File: config.mk
export PLATFORM = sky130hd
export DESIGN_NAME = adc_cfg_responder
export DESIGN_NICKNAME = d
export VERILOG_FILES = /design/src/rtl/adc_cfg_pkg.sv /design/src/rtl/adc_serial_edge.sv /design/src/rtl/adc_cfg_responder.sv
export SDC_FILE = /design/constraint.sdc
export NUM_CORES = 1
export LEC_CHECK = 0
export BUFFER_PORTS_ARGS = -buffer_cell sky130_fd_sc_hd__buf_4
export CAP_MARGIN = 0
export CORE_MARGIN = 2
export CORE_UTILIZATION = 45
export CTS_BUF_LIST = sky130_fd_sc_hd__clkbuf_8 sky130_fd_sc_hd__clkbuf_16
export CTS_CLUSTER_SIZE = 30
export DETAILED_ROUTE_END_ITERATION = 8
export GPL_TIMING_DRIVEN = 1
export PLACE_DENSITY = 0.66
export SLEW_MARGIN = 15
export SYNTH_ARGS = -nofsm -noshare
export SYNTH_HDL_FRONTEND = slang
export SYNTH_SLANG_ARGS = --single-unit
File: constraint.sdc
create_clock -name CLK -period 8.9 [get_ports CLK]
set_clock_uncertainty 0.2 [all_clocks]
set_input_delay 0.89 -clock CLK [delete_from_list [all_inputs] [get_ports CLK]]
set_output_delay 0.89 -clock CLK [all_outputs]
set_load 0.02 [all_outputs]
File: src/rtl/adc_cfg_pkg.sv
// Shared constants, FSM states and address decode for the ADC configuration link.
// The decode function is also used by the configuration master.
package adc_cfg_pkg;

  localparam int FRAME_BITS = 24;
  localparam int NUM_REGS   = 17;

  localparam logic [7:0] SOFT_RST_ADDR = 8'h00;
  localparam int         SOFT_RST_BIT  = 0;

  typedef enum logic [1:0] {
    ST_IDLE,
    ST_SHIFT,
    ST_COMMIT
  } state_e;

  typedef struct packed {
    logic       valid;
    logic [4:0] idx;
  } dec_t;

  function automatic dec_t addr_decode(input logic [7:0] addr);
    dec_t d;
    d.valid = 1'b1;
    d.idx   = 5'd0;
    case (addr)
      8'h00: d.idx = 5'd0;
      8'h01: d.idx = 5'd1;
      8'h0F: d.idx = 5'd2;
      8'h11: d.idx = 5'd3;
      8'h12: d.idx = 5'd4;
      8'h14: d.idx = 5'd5;
      8'h24: d.idx = 5'd6;
      8'h25: d.idx = 5'd7;
      8'h26: d.idx = 5'd8;
      8'h27: d.idx = 5'd9;
      8'h2A: d.idx = 5'd10;
      8'h2B: d.idx = 5'd11;
      8'h42: d.idx = 5'd12;
      8'h45: d.idx = 5'd13;
      8'h46: d.idx = 5'd14;
      8'hE2: d.idx = 5'd15;
      8'hE3: d.idx = 5'd16;
      default: d.valid = 1'b0;
    endcase
    return d;
  endfunction

endpackage

File: src/rtl/adc_serial_edge.sv
// Edge detection for CS/SCLK plus SDATA alignment; 1 CLK register stage, +2 CLK when
// ADC_RESP_SYNC_EN adds a 2-flop synchroniser on all three pins. No backpressure.
module adc_serial_edge (
  input  logic clk,
  input  logic rst_n,
  input  logic cs_i,
  input  logic sclk_i,
  input  logic sdata_i,
  output logic sclk_rise,
  output logic cs_rise,
  output logic cs_fall,
  output logic sdata_o
);

  logic cs_s, sclk_s, sdata_s;

`ifdef ADC_RESP_SYNC_EN
  logic [1:0] cs_sync_q, cs_sync_d;
  logic [1:0] sclk_sync_q, sclk_sync_d;
  logic [1:0] sdata_sync_q, sdata_sync_d;

  always_comb begin
    cs_sync_d    = {cs_sync_q[0], cs_i};
    sclk_sync_d  = {sclk_sync_q[0], sclk_i};
    sdata_sync_d = {sdata_sync_q[0], sdata_i};
  end

  always_ff @(posedge clk or negedge rst_n) begin
    if (!rst_n) begin
      cs_sync_q    <= '0;
      sclk_sync_q  <= '0;
      sdata_sync_q <= '0;
    end else begin
      cs_sync_q    <= cs_sync_d;
      sclk_sync_q  <= sclk_sync_d;
      sdata_sync_q <= sdata_sync_d;
    end
  end

  assign cs_s    = cs_sync_q[1];
  assign sclk_s  = sclk_sync_q[1];
  assign sdata_s = sdata_sync_q[1];
`else
  assign cs_s    = cs_i;
  assign sclk_s  = sclk_i;
  assign sdata_s = sdata_i;
`endif

  logic sclk_q, sclk_d;
  logic cs_q, cs_d;

  always_comb begin
    sclk_d = sclk_s;
    cs_d   = cs_s;
  end

  always_ff @(posedge clk or negedge rst_n) begin
    if (!rst_n) begin
      sclk_q <= 1'b0;
      cs_q   <= 1'b0;
    end else begin
      sclk_q <= sclk_d;
      cs_q   <= cs_d;
    end
  end

  // SDATA is taken from the same stage as the SCLK edge so the captured bit stays aligned.
  assign sclk_rise = !sclk_q && sclk_s;
  assign cs_rise   = !cs_q && cs_s;
  assign cs_fall   = cs_q && !cs_s;
  assign sdata_o   = sdata_s;

endmodule

File: src/rtl/adc_cfg_responder.sv
// Target side of the ADC CS/SCLK/SDATA write link: 24-bit frames into a 17-entry shadow file.
// CS fall to WR_STB 2 CLK (4 with ADC_RESP_SYNC_EN); RD_DATA lags RD_IDX by 1 CLK; no backpressure.
module adc_cfg_responder
  import adc_cfg_pkg::*;
#(
  parameter int ERR_W = 8
) (
  input  logic             CLK,
  input  logic             RST_N,
  input  logic             CS,
  input  logic             SCLK,
  input  logic             SDATA,
  input  logic [4:0]       RD_IDX,
  output logic [15:0]      RD_DATA,
  output logic             WR_STB,
  output logic [7:0]       LAST_ADDR,
  output logic [15:0]      LAST_DATA,
  output logic             FRAME_ERR,
  output logic             UNK_ADDR,
  output logic [15:0]      FRAME_CNT,
  output logic [ERR_W-1:0] ERR_CNT,
  output logic             BUSY
);

  logic sclk_rise, cs_rise, cs_fall, sdata_s;

  adc_serial_edge u_edge (
    .clk       (CLK),
    .rst_n     (RST_N),
    .cs_i      (CS),
    .sclk_i    (SCLK),
    .sdata_i   (SDATA),
    .sclk_rise (sclk_rise),
    .cs_rise   (cs_rise),
    .cs_fall   (cs_fall),
    .sdata_o   (sdata_s)
  );

  state_e            state_q, state_d;
  logic [4:0]        bitcnt_q, bitcnt_d;
  logic [23:0]       shreg_q, shreg_d;
  logic [15:0]       shadow_q [NUM_REGS];
  logic [15:0]       shadow_d [NUM_REGS];
  logic [15:0]       rd_data_q, rd_data_d;
  logic              wr_stb_q, wr_stb_d;
  logic              frame_err_q, frame_err_d;
  logic              unk_addr_q, unk_addr_d;
  logic [7:0]        last_addr_q, last_addr_d;
  logic [15:0]       last_data_q, last_data_d;
  logic [15:0]       frame_cnt_q, frame_cnt_d;
  logic [ERR_W-1:0]  err_cnt_q, err_cnt_d;
  dec_t              dec;

  always_comb begin
    state_d     = state_q;
    bitcnt_d    = bitcnt_q;
    shreg_d     = shreg_q;
    wr_stb_d    = 1'b0;
    frame_err_d = 1'b0;
    unk_addr_d  = 1'b0;
    last_addr_d = last_addr_q;
    last_data_d = last_data_q;
    frame_cnt_d = frame_cnt_q;
    err_cnt_d   = err_cnt_q;
    dec         = addr_decode(shreg_q[23:16]);
    for (int i = 0; i < NUM_REGS; i++) shadow_d[i] = shadow_q[i];

    // Reads see the pre-write contents, and out-of-map indices return zero.
    rd_data_d = '0;
    for (int i = 0; i < NUM_REGS; i++) begin
      if (RD_IDX == 5'(i)) rd_data_d = shadow_q[i];
    end

    case (state_q)
      ST_IDLE: begin
        if (cs_rise) begin
          bitcnt_d = '0;
          shreg_d  = '0;
          state_d  = ST_SHIFT;
        end
      end
      ST_SHIFT: begin
        if (sclk_rise) begin
          shreg_d = {shreg_q[22:0], sdata_s};
          if (bitcnt_q != 5'h1F) bitcnt_d = bitcnt_q + 5'd1;
        end
        if (cs_fall) state_d = ST_COMMIT;
      end
      ST_COMMIT: begin
        state_d = ST_IDLE;
        if (bitcnt_q != 5'(FRAME_BITS)) begin
          frame_err_d = 1'b1;
          if (err_cnt_q != {ERR_W{1'b1}}) err_cnt_d = err_cnt_q + ERR_W'(1);
        end else begin
          last_addr_d = shreg_q[23:16];
          last_data_d = shreg_q[15:0];
          if (dec.valid) begin
            if (shreg_q[23:16] == SOFT_RST_ADDR && shreg_q[SOFT_RST_BIT]) begin
              for (int i = 1; i < NUM_REGS; i++) shadow_d[i] = '0;
            end
            for (int i = 0; i < NUM_REGS; i++) begin
              if (dec.idx == 5'(i)) shadow_d[i] = shreg_q[15:0];
            end
            wr_stb_d = 1'b1;
            if (frame_cnt_q != 16'hFFFF) frame_cnt_d = frame_cnt_q + 16'd1;
          end else begin
            unk_addr_d = 1'b1;
            if (err_cnt_q != {ERR_W{1'b1}}) err_cnt_d = err_cnt_q + ERR_W'(1);
          end
        end
      end
      default: state_d = ST_IDLE;
    endcase
  end

  always_ff @(posedge CLK or negedge RST_N) begin
    if (!RST_N) begin
      state_q     <= ST_IDLE;
      bitcnt_q    <= '0;
      shreg_q     <= '0;
      rd_data_q   <= '0;
      wr_stb_q    <= 1'b0;
      frame_err_q <= 1'b0;
      unk_addr_q  <= 1'b0;
      last_addr_q <= '0;
      last_data_q <= '0;
      frame_cnt_q <= '0;
      err_cnt_q   <= '0;
      for (int i = 0; i < NUM_REGS; i++) shadow_q[i] <= '0;
    end else begin
      state_q     <= state_d;
      bitcnt_q    <= bitcnt_d;
      shreg_q     <= shreg_d;
      rd_data_q   <= rd_data_d;
      wr_stb_q    <= wr_stb_d;
      frame_err_q <= frame_err_d;
      unk_addr_q  <= unk_addr_d;
      last_addr_q <= last_addr_d;
      last_data_q <= last_data_d;
      frame_cnt_q <= frame_cnt_d;
      err_cnt_q   <= err_cnt_d;
      for (int i = 0; i < NUM_REGS; i++) shadow_q[i] <= shadow_d[i];
    end
  end

  assign RD_DATA   = rd_data_q;
  assign WR_STB    = wr_stb_q;
  assign LAST_ADDR = last_addr_q;
  assign LAST_DATA = last_data_q;
  assign FRAME_ERR = frame_err_q;
  assign UNK_ADDR  = unk_addr_q;
  assign FRAME_CNT = frame_cnt_q;
  assign ERR_CNT   = err_cnt_q;
  assign BUSY      = (state_q != ST_IDLE);

endmodule

==> out/metrics.cfg, run 1 <==
[outcome]
status = complete, no violations

[cts]
worstSkewPairLatency_ns = 0.58
cts-htree-levels = 2
cts_post_setup_buffers_inserted = 0
clock_path_buffers = 3
tritoncts_num_sinks = 372
clockRootBuffer = clkbuf_16
clock_tree_from_tritoncts = built
clkSlewWorstSetupHoldPaths_ns = 0.06
tritoncts.num_buffers = 42
cts_hold_buffers = 0
post_cts_resize_count = 0

[logic_synthesis]
synth_sequential_area_ratio_pct = 51.76
synth_top_family_by_area = simple AND/OR/NAND/NOR gates
synth_area_per_inst_um2 = 10.13
postSynth.asyncResetShare_pct = 100.0
synth-edff-count = 0
area_fraction_in_and_or_nand_and_nor_cells_after_synthesis_pct = 17.46
portion_of_netlist_area_occupied_by_mux_cells_pct = 12.40
area_share_of_fa_ha_maj_cells_after_synthesis_pct = 0.3479
post_synth_inst_count = 1775
synth-compound-area-share_pct = 12.80
yosys_most_used_dff = dfrtp_1
synth-xor-area-share_pct = 1.071
synth-seq-cells = 372
synth_fp_nets = 1790
yosysWarningCount = 0
yosysUniqueCellTypes = 79
netlist_area_before_placement_um2 = 17980

[cells_and_area]
post_route_cells_drive_above_1_share_pct = 12.47
final_cells = 2337
n_antenna_cell = 0
final_net_count = 1798
finalCoreUtilization_pct = 51.15
fillCellCount = 3592
area_delta_synth_final_pct = 12.49

[grt]
grt_antenna_before_repair = 0
grt.met2_usage_pct = 40.10
grt_start_max_net_pins = 177
final_global_route_overflow_total = 0
wire_length_of_the_first_global_routing_pass_mm = 86.44
global_route.usage.total_pct = 27.08
grtUsageMet1_pct = 37.10
met3_usage_pct = 5.820
globalRoute.busiestLayer = met2
grt_pass1_vias = 14208

[setup_path]
worstPathRequired_ns = 9.11
crit_path_class = register to register
critical_path_arrival_ns = 4.41
critical_path.startpoint_type = register
maximum_fanout_encountered_on_the_critical_timing_path = 19
critPathCaptureType = register

[routing]
routed_wire_length_per_instance_um = 23.60
route.final.wire_length_mm = 55.14
route.detailed.vias_per_inst = 6.153
detail_route.first_pass.iterations = 6
drc_errors = 0
ant_nets = 0
vias = 14380
first_iter_violations = 1643

[sta]
final_max_slew_viol_count = 0
worstMarginPinSlew_ns = 1.220
worst_slew_margin_rel_pct = 18.66
grt_setup_unrepaired = no
setup_total_negative_slack_ns = 0
timing.final.crit_share_pct = 47.19
timing_hold_violations_final = 0
fin_ws_ns = 4.700
final-setup-viol-count = 0
max_clock_freq_mhz = 238.1
finalCriticalPeriod_ns = 4.200

[floorplan]
core.rowCount = 73
fp.dieArea_um2 = 41580
initial_utilization_pct = 45.47
die-height_um = 203.9
core_um2 = 39550
floorplan.die.width_um = 203.9
boundaryPins = 78

[pwr]
total_leakage_power_nw = 9.591
ir_worst_vdd_uv = 156.6
power.density_cell_area_nw_per_um2 = 183.1
total_power_w = 0.003704

[place]
placed_cells = 2263
detailed_placement_wirelength_estimate_mm = 35.74
place.gp.congestion = 0.9998
dp_slack_ns = 4.700
port-buffer-count = 77

[job]
cap_violations = 0

[hold_path]
hold_path_class = input pin to asynchronous set/reset pin

[critical path: stages (launching register included)]
cell and delay (ns):
dfrtp_1 0.59, and4b_1 0.32, o21ai_1 0.36, o311ai_4 0.15
buf_4 0.25, nor2_1 0.85, nor4b_2 1.08, o21ai_0 0.23
[worst paths after layout]
| path | start | to | slack (ns) | cells past startpoint |
|---|---|---|---|---|
| worst min register to register | LAST_DATA[1]$_DFFE_PN0P_ | LAST_DATA[1]$_DFFE_PN0P_ | 0.28 | 2 |
| worst max register to register | shreg_q[17]$_DFFE_PN0P_ | shadow_q[141]$_DFFE_PN0P_ | 4.70 | 7 |
| worst min-delay path | RST_N | LAST_DATA[12]$_DFFE_PN0P_ | 0.20 | 1 |
| max in group asynchronous | RST_N | shadow_q[49]$_DFFE_PN0P_ | 6.71 | 2 |
| worst max-delay path | shreg_q[17]$_DFFE_PN0P_ | shadow_q[141]$_DFFE_PN0P_ | 4.70 | 7 |
| min in group CLK | SCLK | u_edge.sclk_q$_DFF_PN0_ | 0.23 | 1 |
[logic make-up (layout without fill, tap and decap cells)]
group,after synthesis,in the layout
and+or+nand+nor,640,640
DFF,372,372
AOI/OAI and AO/OA,350,350
muxes,220,220
buffers and inverters,166,203
xor gates and xnor gates,22,22
adders and majority gates,5,5
[report_power, final]
group | total, W | switching [W] | internal [W]
Clock | 0.00173 | 0.000722 | 0.00101
Combinational | 0.000225 | 0.000158 | 0.0000670
Sequential | 0.00175 | 0.0000319 | 0.00172
[registers in the layout (all words and copies together), names as in the netlist, 2 cells and up]
signal	count
LAST_DATA	16
state_q	2
bitcnt_q	5
ERR_CNT	8
shadow_q	272
FRAME_CNT	16
shreg_q	24
RD_DATA	16
LAST_ADDR	8
[synthesized netlist by cell type, types with 12 or more instances]
master | count | share of area, %
xnor2_1 | 17 | 0.83
buf_2 | 41 | 1.1
mux2_2 | 22 | 1.4
nor3_1 | 15 | 0.42
nand2_1 | 343 | 7.2
clkbuf_1 | 81 | 1.7
o21ai_0 | 115 | 3.2
a22o_1 | 27 | 1.3
nand2b_1 | 16 | 0.56
o22ai_1 | 22 | 0.77
mux2i_1 | 198 | 11
a22oi_1 | 29 | 1.2
a21oi_1 | 44 | 1.2
inv_1 | 25 | 0.52
nand4_1 | 12 | 0.42
nor2b_1 | 17 | 0.59
nand3_1 | 78 | 2.2
and3_1 | 22 | 0.77
o21ai_1 | 16 | 0.45
nor2_1 | 55 | 1.1
o221ai_1 | 12 | 0.58
dfrtp_1 | 372 | 52
[per-layer routing]
layer | routed length [um] | vias up
met5 | 0 | -
met4 | 3220 | 0
met3 | 4780 | 174
met2 | 24100 | 691
met1 | 23040 | 7202
li1 | - | 6313
[layout make-up]
cell class	instances	area [um^2]	area share, %
Timing Repair Buffer	104	820.8	4.057
Multi-Input combinational cell	1237	7973	39.41
Tap cell	525	656.9	3.247
Sequential cell	372	9309	46.01
Clock inverter	24	226.5	1.119
Clock buffer	49	1147	5.671
Inverter	26	97.59	0.4824
[stage by stage]
| stage | hold slack [ns] | cell area, um^2 |
|---|---|---|
| finish | 0.2000 | 20230 |
| global route | 0.2068 | 20230 |
| CTS | 0.2096 | 20200 |
| detailed placement | 0.2666 | 18830 |
| global placement | 0.2630 | 18830 |
| floorplan | 0.2551 | 17980 |
[placed cells by master, fill, tap and decap left out, drive strengths merged, types with 10 or more instances in the layout]
master	count
nand3	84
o22ai	22
o221ai	12
nor3	18
a22oi	29
nor2b	17
a21oi	44
a22o	27
clkinv	10
dfrtp	372
nand2b	16
and3	22
mux2i	198
inv	37
a31oi	11
buf	104
clkbuf	49
xnor2	17
mux2	22
nand2	344
nor2	55
nand4	13
o21ai	131
Power figures use the tool's default switching activity.
==> run 2, diff against run 1 <==
- PLACE_DENSITY: 0.66 -> 0.69
- clock period: 8.9 -> 3.4 ns (I/O delays scaled with it)
==> run 2 against run 1 <==
Effect of this change: critical path depth shrank 1; sequential share of layout area shrank 1.0 points; highest routed layer unchanged; largest cell class unchanged; sequential power grew to 2.6 times the previous value; setup slack lost 4.5 ns; sequential cell count is the same.
==> out/metrics.cfg, run 2 (synthesized netlist as in run 1, its figures left out) <==
[floorplan]
core.rowCount = 73
initial_utilization_pct = 45.47
core_um2 = 39550
die-height_um = 203.9
floorplan.die.width_um = 203.9
boundaryPins = 78
fp.dieArea_um2 = 41580

[grt]
grt_antenna_before_repair = 1
final_global_route_overflow_total = 0
global_route.usage.total_pct = 26.55
grt_pass1_vias = 14606
wire_length_of_the_first_global_routing_pass_mm = 85.37
grt_start_max_net_pins = 158

[cts]
tritoncts.num_buffers = 41
post_cts_resize_count = 0
clock_path_buffers = 3
worstSkewPairLatency_ns = 0.56
tritoncts_num_sinks = 372
clkSlewWorstSetupHoldPaths_ns = 0.06
clock_tree_from_tritoncts = built
cts-htree-levels = 2
clockRootBuffer = clkbuf_16

[sta]
worst_slew_margin_rel_pct = 28.14
final-setup-viol-count = 0
max_clock_freq_mhz = 310.1
fin_ws_ns = 0.1748
worstMarginPinSlew_ns = 1.075
grt_setup_unrepaired = no
finalCriticalPeriod_ns = 3.225
whs_ns = 0.1130
final_max_slew_viol_count = 0
setup_total_negative_slack_ns = 0
timing_hold_violations_final = 0
timing.final.crit_share_pct = 94.86

[setup_path]
critical_path_arrival_ns = 3.44
critical_path.startpoint_type = register
critPathCaptureType = register
startpoint = shreg_q[21]$_DFFE_PN0P_
maximum_fanout_encountered_on_the_critical_timing_path = 16
worstPathRequired_ns = 3.62
worstReg2RegStart = shreg_q[21]$_DFFE_PN0P_
crit_path_class = register to register

[place]
dp_slack_ns = 0.2606
place.gp.congestion = 0.9613
port-buffer-count = 77
detailed_placement_wirelength_estimate_mm = 36.30

[cells_and_area]
post_route_cells_drive_above_1_share_pct = 14.87
final_net_count = 1847
largest_registers = shadow_q: 272 flops, shreg_q: 24 flops
layout_commonest_cell = dfrtp_1
area_delta_synth_final_pct = 15.06
max_ffs_per_register = 272
register_bank_with_the_most_flops = shadow_q
most-common-layout-cells = dfrtp_1 (372), nand2_1 (343), mux2i_1 (198)
finalCoreUtilization_pct = 52.32

[pwr]
power.density_cell_area_nw_per_um2 = 471.8
ir_worst_vdd_uv = 353.8
total_leakage_power_nw = 9.847

[routing]
ant_nets = 0
route.final.wire_length_mm = 54.45
first_iter_violations = 1725
vias = 14533
drc_errors = 0
detail_route.first_pass.iterations = 6
route.detailed.vias_per_inst = 6.083
routed_wire_length_per_instance_um = 22.79

[hold_path]
hold_path_class = input pin to asynchronous set/reset pin

[job]
cap_violations = 0

[outcome]
status = complete, no violations

run 2: worst paths after layout:
path,to,slack (ns),cells past startpoint
max,shadow_q[108]$_DFFE_PN0P_,0.17,6
min,LAST_DATA[2]$_DFFE_PN0P_,0.11,2
max reg2reg,shadow_q[108]$_DFFE_PN0P_,0.17,6
min reg2reg,LAST_ADDR[1]$_DFFE_PN0P_,0.28,2
max in group asynchronous,shadow_q[69]$_DFFE_PN0P_,1.95,3
min in group CLK,RD_DATA[5]$_DFF_PN0_,0.22,4
run 2: per-stage QoR:
| stage | instance area [um^2] | total power [W] | cells |
|---|---|---|---|
| 3_3_place_gp | 19270 | 0.005257 | 2310 |
| 5_1_grt | 20690 | 0.01006 | 2388 |
| 4_1_cts | 20690 | 0.009811 | 2388 |
| 6_report | 20690 | 0.009763 | 2389 |
| 2_1_floorplan | 17980 | 0.004922 | 1775 |
| 3_5_place_dp | 19270 | 0.005271 | 2310 |
run 2: report_power, final:
group	total [W]	internal [W]	switching [W]
combinational	0.000639	0.000204	0.000434
clock	0.00456	0.00270	0.00186
sequential	0.00456	0.00449	0.0000731
run 2: worst max-delay path, cell delays in order (launching register included):
cell      delay, ns
dfrtp_1        0.58
mux2_2         0.41
o311ai_4       0.87
nand3_1        0.23
nor3_1         0.38
buf_4          0.28
o21ai_0        0.13
run 2: layout make-up:
class / instances / area, um^2
multi-input combinational: 1237 / 7973
inverter: 26 / 97.59
timing repair buffer: 154 / 1274
fill: 3506 / 18860
clock buffer: 53 / 1191
antenna: 1 / 2.502
tap: 525 / 656.9
sequential: 372 / 9309
clock inverter: 21 / 190.2
run 2: routing by layer:
layer	GRT usage (%)	up-vias	part of all wire [%]
met3	5.198	125	8.0
met1	35.65	7325	41
met2	42.06	675	47
met4	11.31	0	4.1
met5	0	-	0
li1	-	6408	-
run 2: what timing repair did:
item,4_1_cts,5_1_grt
endpoints found under the setup margin,0,0
hold endpoints to repair,118,0
setup buffers,0,0
hold buffers,4,0
